File: config.mk
export PLATFORM = sky130hd
export DESIGN_NAME = vec_magnitude_iter_flat
export DESIGN_NICKNAME = d
export VERILOG_FILES = /design/src/rtl/vec_magnitude_iter_if.sv /design/src/rtl/vec_magnitude_iter.sv /design/src/flat_wrapper.sv
export SDC_FILE = /design/constraint.sdc
export NUM_CORES = 1
export LEC_CHECK = 0
export ABC_AREA = 1
export BUFFER_PORTS_ARGS = -buffer_cell sky130_fd_sc_hd__buf_2
export CAP_MARGIN = 20
export CELL_PAD_IN_SITES_DETAIL_PLACEMENT = 0
export CELL_PAD_IN_SITES_GLOBAL_PLACEMENT = 1
export CORE_ASPECT_RATIO = 0.8
export CORE_MARGIN = 2
export CORE_UTILIZATION = 50
export CTS_CLUSTER_DIAMETER = 80
export DETAILED_ROUTE_END_ITERATION = 6
export PLACE_DENSITY_LB_ADDON = 0.1
export RECOVER_POWER = 100
export SYNTH_ARGS = -nofsm -noshare
export SYNTH_HDL_FRONTEND = slang
export SYNTH_SLANG_ARGS = --single-unit
File: constraint.sdc
create_clock -name clk -period 7 [get_ports clk]
set_clock_uncertainty 0.05 [all_clocks]
set_input_delay 0.7 -clock clk [delete_from_list [all_inputs] [get_ports clk]]
set_output_delay 0.7 -clock clk [all_outputs]
set_load 0.01 [all_outputs]
File: src/rtl/vec_magnitude_iter_if.sv
// Valid/ready stream bundle for vec_magnitude_iter: vector in, magnitude out.
interface vec_magnitude_iter_if #(
    parameter int unsigned W = 8
);
    logic         in_valid;
    logic         in_ready;
    logic [W-1:0] in_x;
    logic [W-1:0] in_y;
    logic [W-1:0] in_z;
    logic         out_valid;
    logic         out_ready;
    logic [W:0]   out_mag;
    logic         out_exact;

    // Engine side
    modport slave (
        input  in_valid, in_x, in_y, in_z, out_ready,
        output in_ready, out_valid, out_mag, out_exact
    );

    // Source/consumer side
    modport master (
        output in_valid, in_x, in_y, in_z, out_ready,
        input  in_ready, out_valid, out_mag, out_exact
    );
endinterface

File: src/rtl/vec_magnitude_iter.sv
// Vector magnitude engine: sqrt(x^2 + y^2 [+ z^2]) with a fixed-latency bit-serial
// integer square root, optional round-to-nearest and optional signed components.
module vec_magnitude_iter #(
    parameter int unsigned W      = 8,
    parameter int unsigned DIMS   = 2,
    parameter int unsigned ROUND  = 0,
    parameter int unsigned SIGNED = 0
) (
    input  logic                 clk,
    input  logic                 rst,
    input  logic                 ena,
    output logic                 busy,
    vec_magnitude_iter_if.slave  bus
);

    // Sum of squares width: three 2W-bit squares never exceed 2W+2 bits.
    localparam int unsigned SW   = 2 * W + 2;
    localparam int unsigned CntW = $clog2(W + 2);
    localparam logic [CntW-1:0] IterLast = CntW'(W + 1);
    // Largest power of four below 2^SW; starting here avoids a leading-one search.
    localparam logic [SW-1:0]   PowInit  = SW'(1) << (2 * W);

    typedef enum logic [2:0] {
        StIdle,
        StSquare,
        StSum,
        StSqrt,
        StFin,
        StDone
    } state_e;

    state_e          state_q, state_d;
    logic [W-1:0]    ax_q, ax_d, ay_q, ay_d, az_q, az_d;
    logic [2*W-1:0]  sqx_q, sqx_d, sqy_q, sqy_d, sqz_q, sqz_d;
    logic [SW-1:0]   rem_q, rem_d, root_q, root_d, pow_q, pow_d;
    logic [CntW-1:0] cnt_q, cnt_d;
    logic [W:0]      mag_q, mag_d;
    logic            exact_q, exact_d;
    logic [SW:0]     trial;
    logic            round_up;

    function automatic logic [W-1:0] abs_c(input logic [W-1:0] c);
        // Two's complement negation; the most negative value wraps to 2^(W-1) unsigned.
        if (SIGNED != 0 && c[W-1]) begin
            return (~c) + {{(W-1){1'b0}}, 1'b1};
        end
        return c;
    endfunction

    function automatic logic [2*W-1:0] sq(input logic [W-1:0] c);
        return {{W{1'b0}}, c} * {{W{1'b0}}, c};
    endfunction

    // Next-state logic for the FSM and datapath.
    always_comb begin
        state_d  = state_q;
        ax_d     = ax_q;
        ay_d     = ay_q;
        az_d     = az_q;
        sqx_d    = sqx_q;
        sqy_d    = sqy_q;
        sqz_d    = sqz_q;
        rem_d    = rem_q;
        root_d   = root_q;
        pow_d    = pow_q;
        cnt_d    = cnt_q;
        mag_d    = mag_q;
        exact_d  = exact_q;
        trial    = {1'b0, root_q} + {1'b0, pow_q};
        round_up = (ROUND != 0) && (rem_q > root_q);

        unique case (state_q)
            StIdle: begin
                if (bus.in_valid) begin
                    ax_d    = abs_c(bus.in_x);
                    ay_d    = abs_c(bus.in_y);
                    az_d    = abs_c(bus.in_z);
                    state_d = StSquare;
                end
            end
            StSquare: begin
                sqx_d   = sq(ax_q);
                sqy_d   = sq(ay_q);
                sqz_d   = (DIMS == 3) ? sq(az_q) : '0;
                state_d = StSum;
            end
            StSum: begin
                rem_d   = {2'b00, sqx_q} + {2'b00, sqy_q} + {2'b00, sqz_q};
                root_d  = '0;
                pow_d   = PowInit;
                cnt_d   = '0;
                state_d = StSqrt;
            end
            StSqrt: begin
                // W+1 iterations, then one cycle to recognise the count has run out.
                if (cnt_q == IterLast) begin
                    state_d = StFin;
                end else begin
                    if ({1'b0, rem_q} >= trial) begin
                        rem_d  = rem_q - trial[SW-1:0];
                        root_d = (root_q >> 1) + pow_q;
                    end else begin
                        root_d = root_q >> 1;
                    end
                    pow_d = pow_q >> 2;
                    cnt_d = cnt_q + CntW'(1);
                end
            end
            StFin: begin
                exact_d = (rem_q == '0);
                mag_d   = root_q[W:0] + {{W{1'b0}}, round_up};
                state_d = StDone;
            end
            StDone: begin
                if (bus.out_ready) begin
                    state_d = StIdle;
                end
            end
            default: state_d = StIdle;
        endcase
    end

    // State registers; ena low freezes everything, reset overrides ena.
    always_ff @(posedge clk) begin
        if (rst) begin
            state_q <= StIdle;
            ax_q    <= '0;
            ay_q    <= '0;
            az_q    <= '0;
            sqx_q   <= '0;
            sqy_q   <= '0;
            sqz_q   <= '0;
            rem_q   <= '0;
            root_q  <= '0;
            pow_q   <= '0;
            cnt_q   <= '0;
            mag_q   <= '0;
            exact_q <= 1'b0;
        end else if (ena) begin
            state_q <= state_d;
            ax_q    <= ax_d;
            ay_q    <= ay_d;
            az_q    <= az_d;
            sqx_q   <= sqx_d;
            sqy_q   <= sqy_d;
            sqz_q   <= sqz_d;
            rem_q   <= rem_d;
            root_q  <= root_d;
            pow_q   <= pow_d;
            cnt_q   <= cnt_d;
            mag_q   <= mag_d;
            exact_q <= exact_d;
        end
    end

    // Handshake and status outputs decoded from the registered state.
    always_comb begin
        bus.in_ready  = (state_q == StIdle);
        bus.out_valid = (state_q == StDone);
        bus.out_mag   = mag_q;
        bus.out_exact = exact_q;
        busy          = (state_q != StIdle);
    end

endmodule

File: src/flat_wrapper.sv
// flat-port wrapper written by rule: the top's interface ports become plain ports
module vec_magnitude_iter_flat 
#(
    parameter int unsigned W      = 8,
    parameter int unsigned DIMS   = 2,
    parameter int unsigned ROUND  = 0,
    parameter int unsigned SIGNED = 0
)
  (clk, rst, ena, busy, bus_in_valid, bus_in_x, bus_in_y, bus_in_z, bus_out_ready, bus_in_ready, bus_out_valid, bus_out_mag, bus_out_exact);
  vec_magnitude_iter_if #(.W(W)) bus_i ();
  input  logic clk;
  input  logic rst;
  input  logic ena;
  output logic busy;
  input wire logic [$bits(bus_i.in_valid)-1:0] bus_in_valid;
  input wire logic [$bits(bus_i.in_x)-1:0] bus_in_x;
  input wire logic [$bits(bus_i.in_y)-1:0] bus_in_y;
  input wire logic [$bits(bus_i.in_z)-1:0] bus_in_z;
  input wire logic [$bits(bus_i.out_ready)-1:0] bus_out_ready;
  output wire logic [$bits(bus_i.in_ready)-1:0] bus_in_ready;
  output wire logic [$bits(bus_i.out_valid)-1:0] bus_out_valid;
  output wire logic [$bits(bus_i.out_mag)-1:0] bus_out_mag;
  output wire logic [$bits(bus_i.out_exact)-1:0] bus_out_exact;
  assign bus_i.in_valid = bus_in_valid;
  assign bus_i.in_x = bus_in_x;
  assign bus_i.in_y = bus_in_y;
  assign bus_i.in_z = bus_in_z;
  assign bus_i.out_ready = bus_out_ready;
  assign bus_in_ready = bus_i.in_ready;
  assign bus_out_valid = bus_i.out_valid;
  assign bus_out_mag = bus_i.out_mag;
  assign bus_out_exact = bus_i.out_exact;
  vec_magnitude_iter #(.W(W), .DIMS(DIMS), .ROUND(ROUND), .SIGNED(SIGNED)) u_core (.clk(clk), .rst(rst), .ena(ena), .busy(busy), .bus(bus_i));
endmodule
==> metrics, run 1 <==
die width=166.5 µm; Setup Fix Bufs, Post-CTS=0; post-detail-place hpwl=20.72 mm; leakage=5.818 nW; Top delay family on crit path=simple AND/OR/NAND/NOR gates; CP max stage cell=nand2_1; Clk pin slew, worst setup/hold paths=0.09 ns; initial antenna violation count=0; post-synthesis sequential area ratio=0.2047; Layout Nets=1751; post-route minimum period=5.238 ns; count leader, synth=nand2_1; Slew HR=-0.7704; simple-gate share of the synthesized area=0.2461; failing checks=capacitance limit, slew limit; Critical Path RT=7.25 ns; post-synthesis mux area share=0; post-synthesis compound-gate area fraction=0.1492; Power per Cell Area=197.0 mW/mm²; Synth Register Bits=108; Initial Util=0.5103; CP startpoint kind=flop; share of the synthesized area in the top cell type=0.2047; DR vias=9579; I/O Buffers=33; worst stage delay on the critical path=0.72 ns; area share of fa/ha/maj cells after synthesis=0.2329; DR vias/cell=5.234; Synth Instances=1559; final setup TNS=0 ns; drt pass-1 iters=6; fraction of layout cells with a size suffix above 1=0.03844; die area=0.02231 mm²; final hold slack=0.4461 ns; CTS tree=built; CP Capture Type=flop; Post-CTS Resized=0; P&R area growth vs syn=5.472%; wire per inst=14.62 µm; core area=0.02070 mm²; top cell type by total area after synthesis=dfxtp_1; htree depth=3; Final ANT Viol Nets=0; Netlist Area Pre-Place=0.01056 mm²; first-pass GRT wire length=45.62 mm; critical-path cell list=ha_1 > nand3_1 > nand2_1 > nand3_1 > nand2_1 > nand2_1 > o21ai_0 > a21oi_1 > o21ai_0 > xor2_1 > ha_1 > nand2_1 > nor2_1 > nand2_1 > nor2_1 > nand3_1 > nand3b_2 > nand2_4 > nand2_1 > nand2_4 > nand2_1 > o21ai_0 > nor2_1; DRC=0; Fillers=2140; drt initial violations=672; ranking of synthesized cells by area=dfxtp_1 (20%), ha_1 (14%), nand2_1 (12%), fa_1 (9.7%), inv_1 (9.5%); fin. max-slew vios=94; worst hold path class=reg -> reg; Hold-fix buffers, CTS=0; RSZ-0062 raised after global routing=false; drt total wl=26.75 mm; TritonCTS Buffers=9; Buf/Inv on CP=0; Async SR Flop Fraction=0; Post-Syn Area per Cell=6.776 µm²; xor/xnor share of the synthesized area=0.04892; critical path class=reg -> reg; number of flops mapped to enable cells by yosys=0; CP arrival=5.49 ns; post-route insts no fill=1830; Worst IR Drop VDD=0.1421 mV; final setup fails=0; root buffer cell=clkbuf_16; Diodes inserted=0; status=complete, but fails checks; CTS max path bufs=2; main combinational cell family by area after synthesis=simple AND/OR/NAND/NOR gates; dpl cells=1813; yosys warns=0; Top FF cell, synth=dfxtp_1; vias in the first global route=9292; Final Power=0.002195 W; gpl congestion=0.8715; GR Overflow Total=0; syn_nets=1754; Slew @ Worst Pin=2.656 ns; GRT Overall Usage=0.2518; Yosys cell types=48; CP max FO=21; # rows=47; Finished Core Util=0.5383; Worst-Skew Late Latency=0.37 ns; CP dominant cell by count=nand2_1; largest net degree at the start of global routing=49; Max Freq=0.1909 GHz; # clock sinks=108; synth cell count leaders=nand2_1 (324), inv_1 (267), nor2_1 (143); Final Hold Viols=0; Die Y=134.0 µm; period utilization=0.7482; max cap viols=2; I/O pin count=42
==> worst reg2reg max path: stages (launching register included) <==
cell      delay (ns)
dfxtp_1         0.40
ha_1            0.39
nand3_1         0.09
nand2_1         0.11
nand3_1         0.09
nand2_1         0.10
nand2_1         0.08
o21ai_0         0.38
a21oi_1         0.19
o21ai_0         0.24
xor2_1          0.12
ha_1            0.39
nand2_1         0.10
nor2_1          0.12
nand2_1         0.07
nor2_1          0.14
nand3_1         0.11
nand3b_2        0.12
nand2_4         0.18
nand2_1         0.72
nand2_4         0.06
nand2_1         0.56
o21ai_0         0.18
nor2_1          0.18
==> cell families after synthesis <==
kind of cell	count (synthesis)
buf+inv	322
simple gates	615
compound gates	289
flops	108
fa+ha+maj	166
xor+xnor	59
==> where the power goes <==
part	internal [W]	leakage [nW]	switching, W
Sequential	0.000660	0.877	0.0000583
Clock	0.000291	0.160	0.000279
Combinational	0.000303	4.78	0.000603
Total	0.00125	5.82	0.000941
==> through the flow <==
step | setup WS (ns) | cell area [µm²]
after floorplan | 2.831 | 10560
final | 1.762 | 11140
after global routing | 1.276 | 11140
after detailed placement | 2.444 | 10860
after global placement | 2.479 | 10860
after CTS | 2.384 | 11190
==> sequential cells by signal, indices dropped and copies added (netlist names) <==
| name | count |
|---|---|
| u_core.ax_q | 8 |
| u_core.ay_q | 8 |
| u_core.bus.out_exact | 1 |
| u_core.bus.out_mag | 9 |
| u_core.cnt_q | 4 |
| u_core.pow_q | 9 |
| u_core.rem_q | 18 |
| u_core.root_q | 18 |
| u_core.sqx_q | 15 |
| u_core.sqy_q | 15 |
| u_core.state_q | 3 |
==> layout by cell type, fill, tap and decap left out, types with 2 or more instances in the layout <==
master,n
inv_8,2
or2_2,3
nand3_1,89
buf_2,20
nor3_1,15
o21ai_1,2
nand3b_1,8
nand2_2,7
o21bai_1,3
dfxtp_1,108
o221ai_1,4
clkbuf_1,15
a21oi_1,125
xor2_1,31
o2111ai_1,4
nand2_4,2
ha_1,115
clkbuf_16,9
o211ai_1,6
nand4_1,6
o21ai_0,116
a21o_1,7
nor2_2,3
a22oi_1,2
o22ai_1,3
a31oi_1,7
and2_1,2
inv_1,269
nor4_1,4
nor2_1,143
fa_1,51
nand2_1,328
and3_1,2
clkinv_8,2
a211oi_1,4
xnor2_1,28
==> worst paths after layout <==
kind                                 startpoint                           end  slack (ns)  cells past startpoint
hold / removal     u_core.rem_q[7]$_SDFFE_PP0P_  u_core.rem_q[7]$_SDFFE_PP0P_        0.45                      2
setup reg to reg  u_core.root_q[2]$_SDFFE_PP0P_  u_core.rem_q[0]$_SDFFE_PP0P_        1.76                     23
hold reg to reg    u_core.rem_q[7]$_SDFFE_PP0P_  u_core.rem_q[7]$_SDFFE_PP0P_        0.45                      2
setup / recovery  u_core.root_q[2]$_SDFFE_PP0P_  u_core.rem_q[0]$_SDFFE_PP0P_        1.76                     23
==> layout make-up <==
type	instances	area (µm²)	share of cell area
clock inverters	7	102.6	0.009208
well taps	269	336.6	0.03021
repair buffers	37	175.2	0.01572
multi-input cells	1129	7122	0.6392
flip-flops and latches	108	2162	0.1940
clock buffers	9	225.2	0.02021
inverters	271	1018	0.09141
==> layer usage <==
layer / part of all wire / wire length (µm) / global-route usage
met2: 0.40 / 10630 / 0.3818
met3: 0.055 / 1461 / 0.04072
met5: 0 / 0 / 0
met1: 0.54 / 14480 / 0.3841
met4: 0.0065 / 174 / 0.03640
No activity file was read; power rests on OpenSTA's default activity.
==> run 2, diff against run 1 <==
CORE_UTILIZATION = 42   (was 50)
clock period = 4.7 ns   (was 7 ns; I/O delays follow)
==> run 2 against run 1 <==
The run now ends clean. Worst setup slack worse by 1.4 ns. Sequential cell count stayed put. Final cell count up 3.5%. Routed wire length up 3.4%.
==> metrics, run 2 (synthesized netlist as in run 1, its figures left out) <==
status=completed; die area=0.02644 mm²; drt pass-1 iters=5; CP max stage cell=fa_1; Layout Nets=1766; largest net degree at the start of global routing=61; gpl congestion=0.8563; critical path class=reg -> reg; fin. max-slew vios=0; worst stage delay on the critical path=0.55 ns; Top delay family on crit path=adder cells; final hold slack=0.3205 ns; DR vias/cell=5.045; Finished Core Util=0.4634; drt initial violations=536; core area=0.02450 mm²; Final Power=0.003368 W; # rows=51; GR peak layer=met1; CP arrival=4.62 ns; dpl cell area=0.01103 mm²; Max Freq=0.2294 GHz; Clk pin slew, worst setup/hold paths=0.08 ns; Largest regs=u_core.rem_q: 18 flops, u_core.root_q: 18 flops; reg-to-reg startpoint=u_core.ay_q[5]$_SDFFE_PP0P_; Power per Cell Area=296.6 mW/mm²; CP dominant cell by count=inv_1; P&R area growth vs syn=7.497%; Die Y=145.9 µm; I/O pin count=42; Final Hold Viols=0; CP Capture Type=flop; # clock sinks=108; CTS tree=built; first-pass GRT wire length=46.27 mm; max cap viols=0; I/O Buffers=33; Slew @ Worst Pin=1.001 ns; commonest non-fill, non-tap cell in the layout=nand2_1; DRC=0; GR Overflow Total=0; DR vias=9556; leakage=5.901 nW; TritonCTS Buffers=9; root buffer cell=clkbuf_16; Initial Util=0.4311; post-route minimum period=4.360 ns; CP max FO=11; Critical Path RT=4.96 ns; met2 track demand over resource=0.3161; htree depth=3; die width=181.3 µm; Slew HR=0.3316; Worst IR Drop VDD=0.1914 mV; worst hold path class=in -> reg; wire per inst=14.60 µm; GRT Overall Usage=0.2166; final setup TNS=0 ns; Final ANT Viol Nets=0; beginning of the worst hold path=bus_in_x[3]; cell area after layout=0.01136 mm²; crit path from=u_core.ay_q[5]$_SDFFE_PP0P_; fraction of layout cells with a size suffix above 1=0.05266; period utilization=0.9276; Buf/Inv on CP=6; M3 GR Usage=0.02978; vias in the first global route=8980; Worst-Skew Late Latency=0.38 ns; Diodes inserted=0; CP startpoint kind=flop; drt total wl=27.66 mm; RSZ-0062 raised after global routing=false; met1 Usage GRT=0.3409; Fillers=2586; post-detail-place hpwl=21.54 mm; CTS max path bufs=2; initial antenna violation count=0; critical-path cell list=nand2_1 > inv_1 > fa_1 > fa_1 > inv_1 > fa_1 > fa_1 > inv_1 > ha_1 > a21oi_1 > o21ai_0 > a21oi_1 > inv_1 > nand3_1 > nand2_1 > nand2_1 > inv_1 > o21ai_0 > o211ai_1 > inv_1; final setup fails=0; commonest non-fill, non-tap cells in the layout=nand2_1 (326), inv_1 (269), nor2_1 (143)
## run 2: cell types whose count changed in the layout (fill, tap and decap cells not counted), moves of 2 or more
| cell | change |
|---|---|
| nand2_4 | +2 |
| dfxtp_2 | +6 |
| nand2_1 | -2 |
| dfxtp_1 | -6 |
| buf_4 | +15 |
## run 2: routing by layer
metal  share of wire  wire length (µm)
met2            0.40             11110
met5               0                 0
met1            0.55             15140
met3           0.045              1249
met4          0.0058               161
## run 2: cell type report
class                      instances  area [µm²]  area share
clock buffer                       9       225.2     0.01983
clock inverter                     7       108.9    0.009586
multi-input combinational       1129        7148      0.6295
tap                              318       397.9     0.03504
sequential                       108        2170      0.1911
timing repair buffer              52       287.8     0.02534
inverter                         271        1018     0.08969
## run 2: through the flow
stage	cells	worst slack, ns
detailed placement	1876	0.2446
finish	1894	0.3402
CTS	1892	0.2184
global placement	1876	0.3007
floorplan	1559	0.5306
global route	1894	0.02383
## run 2: worst min-delay path: stages
cell     delay, ns
buf_2         0.07
o21ai_0       0.07
a21oi_1       0.10
## run 2: repair_timing
item                                    CTS  global route
endpoints found under the setup margin    0             2
buffers inserted                          0             0
hold buffers                              0             0
resized for setup                         0             6
## run 2: path summary, 6_finish.rpt
check / cells after the start / endpoint / slack, ns
setup reg to reg: 20 / u_core.sqy_q[13]$_SDFFE_PP0P_ / 0.34
hold reg to reg: 2 / u_core.rem_q[7]$_SDFFE_PP0P_ / 0.45
hold / removal: 3 / u_core.ax_q[3]$_SDFFE_PP0P_ / 0.32
setup / recovery: 20 / u_core.sqy_q[13]$_SDFFE_PP0P_ / 0.34
## run 2: report_power, final
| group | total [W] | leakage [nW] | internal [W] | switching (W) |
|---|---|---|---|---|
| sequential | 0.00106 | 0.880 | 0.000985 | 0.0000739 |
| combinational | 0.00141 | 4.86 | 0.000484 | 0.000928 |
| clock | 0.000896 | 0.161 | 0.000478 | 0.000418 |
==> run 3, diff against run 2 <==
CORE_MARGIN = 8   (was 2)
==> run 3 against run 2 <==
Clock power is 11% lower. First-iteration DRC count increased by 12%. Critical path depth stayed put. Register-to-register slack worse by 0.09 ns. Routed wire length up 0.69%. Sequential cell count did not move. Final cell count is 0.32% higher. Via count up 1.1%. Critical endpoint unchanged. Largest power group unchanged. Highest routed layer unchanged.
==> metrics, run 3 (synthesized netlist as in run 1, its figures left out) <==
critical-path cell list=nand2_1 > inv_1 > fa_1 > fa_1 > inv_1 > fa_1 > fa_1 > inv_1 > ha_1 > a21oi_1 > o21ai_0 > a21oi_1 > inv_1 > nand3_1 > nand2_1 > nand2_1 > inv_1 > o21ai_0 > o211ai_1 > inv_1; worst-case reg-to-reg path depth=20; CP Capture Type=flop; DR vias=9659; Critical Path RT=4.97 ns; Slew HR=0.2028; wire per inst=14.66 µm; CP dominant cell by count=inv_1; first-pass GRT wire length=46.73 mm; met3 wire length=1.077 mm; largest net degree at the start of global routing=48; reg-to-reg startpoint=u_core.ay_q[6]$_SDFFE_PP0P_; htree depth=3; FF-to-FF End=u_core.sqy_q[13]$_SDFFE_PP0P_; CTS tree=built; I/O Buffers=33; commonest non-fill, non-tap cells in the layout=nand2_1 (326), inv_1 (269), nor2_1 (143); Top delay family on crit path=adder cells; Clk pin slew, worst setup/hold paths=0.09 ns; die width=193.3 µm; vias in the first global route=9135; commonest non-fill, non-tap cell in the layout=nand2_1; TritonCTS Buffers=9; GRT Overall Usage=0.1871; CP arrival=4.72 ns; Worst-Skew Late Latency=0.38 ns; GR Overflow Total=0; initial antenna violation count=0; # rows=52; fraction of layout cells with a size suffix above 1=0.05076; reg-to-reg slack, setup=0.25 ns; Worst IR Drop VDD=0.2074 mV; Power per Cell Area=288.6 mW/mm²; CP max stage cell=fa_1; final setup fails=0; Hold Path Depth=3; drt pass-1 iters=5; root buffer cell=clkbuf_16; max cap viols=0; CTS max path bufs=2; post-route minimum period=4.447 ns; I/O pin count=42; die area=0.03051 mm²; Die Y=157.9 µm; Slew @ Worst Pin=1.196 ns; Post-CTS Resized=0; Max Freq=0.2249 GHz; leakage=5.874 nW; gpl congestion=0.8261; P&R area growth vs syn=7.070%; post-detail-place hpwl=21.97 mm; DR vias/cell=5.084; Diodes inserted=0; DRC=0; CP startpoint kind=flop; drt initial violations=598; status=completed; Largest regs=u_core.rem_q: 18 flops, u_core.root_q: 18 flops; Initial Util=0.4228; Setup Fix Bufs, Post-CTS=0; Final Hold Viols=0; final setup TNS=0 ns; Hold-fix buffers, CTS=0; fin. max-slew vios=0; CP max FO=8; period utilization=0.9461; Buf/Inv on CP=6; core area=0.02498 mm²; Final ANT Viol Nets=0; RSZ-0062 raised after global routing=false; worst hold path class=in -> reg; drt total wl=27.85 mm; dpl cells=1882; post-route insts no fill=1900; worst stage delay on the critical path=0.55 ns; beginning of the worst hold path=bus_in_x[2]; # clock sinks=108; met1 wire length=15.42 mm; Layout Nets=1766; hold path endpoint=u_core.ax_q[2]$_SDFFE_PP0P_; max layer used=met4; critical path class=reg -> reg; routed wl met2=11.13 mm
[run 3: area by class of cell]
type,count,area (µm²)
Fill cell,2707,13670
Multi-Input combinational cell,1129,7132
Clock buffer,9,225.2
Tap cell,324,405.4
Sequential cell,108,2168
Inverter,271,1018
Timing Repair Buffer,52,286.5
Clock inverter,7,75.07
[run 3: metal layers]
| layer | GRT usage | up-vias |
|---|---|---|
| li1 | - | 5015 |
| met1 | 0.2784 | 4462 |
| met2 | 0.2866 | 165 |
| met3 | 0.02422 | 17 |
| met4 | 0.03182 | 0 |
| met5 | 0 | - |
[run 3: per-stage QoR]
stage	area, µm²	hold slack, ns	util	setup slack (ns)	total power, W
floorplan	10560	0.4066	-	0.5306	0.002142
global placement	11030	0.4260	0.4417	0.3158	0.002484
detailed placement	11030	0.4293	0.4417	0.2635	0.002498
CTS	11330	0.3004	0.4537	0.2478	0.003318
global route	11310	0.3364	0.4527	0.01834	0.003534
finish	11310	0.3165	0.4527	0.2531	0.003265
[run 3: where the power goes]
group	total, W	switching (W)	leakage (nW)	internal, W
sequential	0.00106	0.0000742	0.879	0.000985
combinational	0.00141	0.000926	4.85	0.000483
clock	0.000797	0.000419	0.143	0.000378
total	0.00326	0.00142	5.87	0.00185
[run 3: worst max-delay path by stage]
stage	end	cells past startpoint	from	slack, ns
global route	u_core.sqy_q[12]$_SDFFE_PP0P_	18	u_core.ay_q[6]$_SDFFE_PP0P_	0.02
finish	u_core.sqy_q[13]$_SDFFE_PP0P_	20	u_core.ay_q[6]$_SDFFE_PP0P_	0.25
detailed placement	u_core.sqx_q[13]$_SDFFE_PP0P_	20	u_core.ax_q[6]$_SDFFE_PP0P_	0.26
CTS	u_core.sqy_q[13]$_SDFFE_PP0P_	20	u_core.ay_q[5]$_SDFFE_PP0P_	0.25
floorplan	u_core.sqy_q[13]$_SDFFE_PP0P_	21	u_core.ay_q[7]$_SDFFE_PP0P_	0.53
global placement	u_core.sqy_q[13]$_SDFFE_PP0P_	20	u_core.ay_q[5]$_SDFFE_PP0P_	0.32
[run 3: worst reg2reg max path, delay by kind of cell (launching register included)]
| family | cells | cell delay, ns |
|---|---|---|
| adder cells (fa/ha/maj) | 5 | 2.40 |
| buffers and inverters | 6 | 0.39 |
| AND/OR/NAND/NOR | 4 | 0.29 |
| flip-flops | 1 | 0.51 |
| AO/OA/AOI/OAI | 5 | 0.77 |
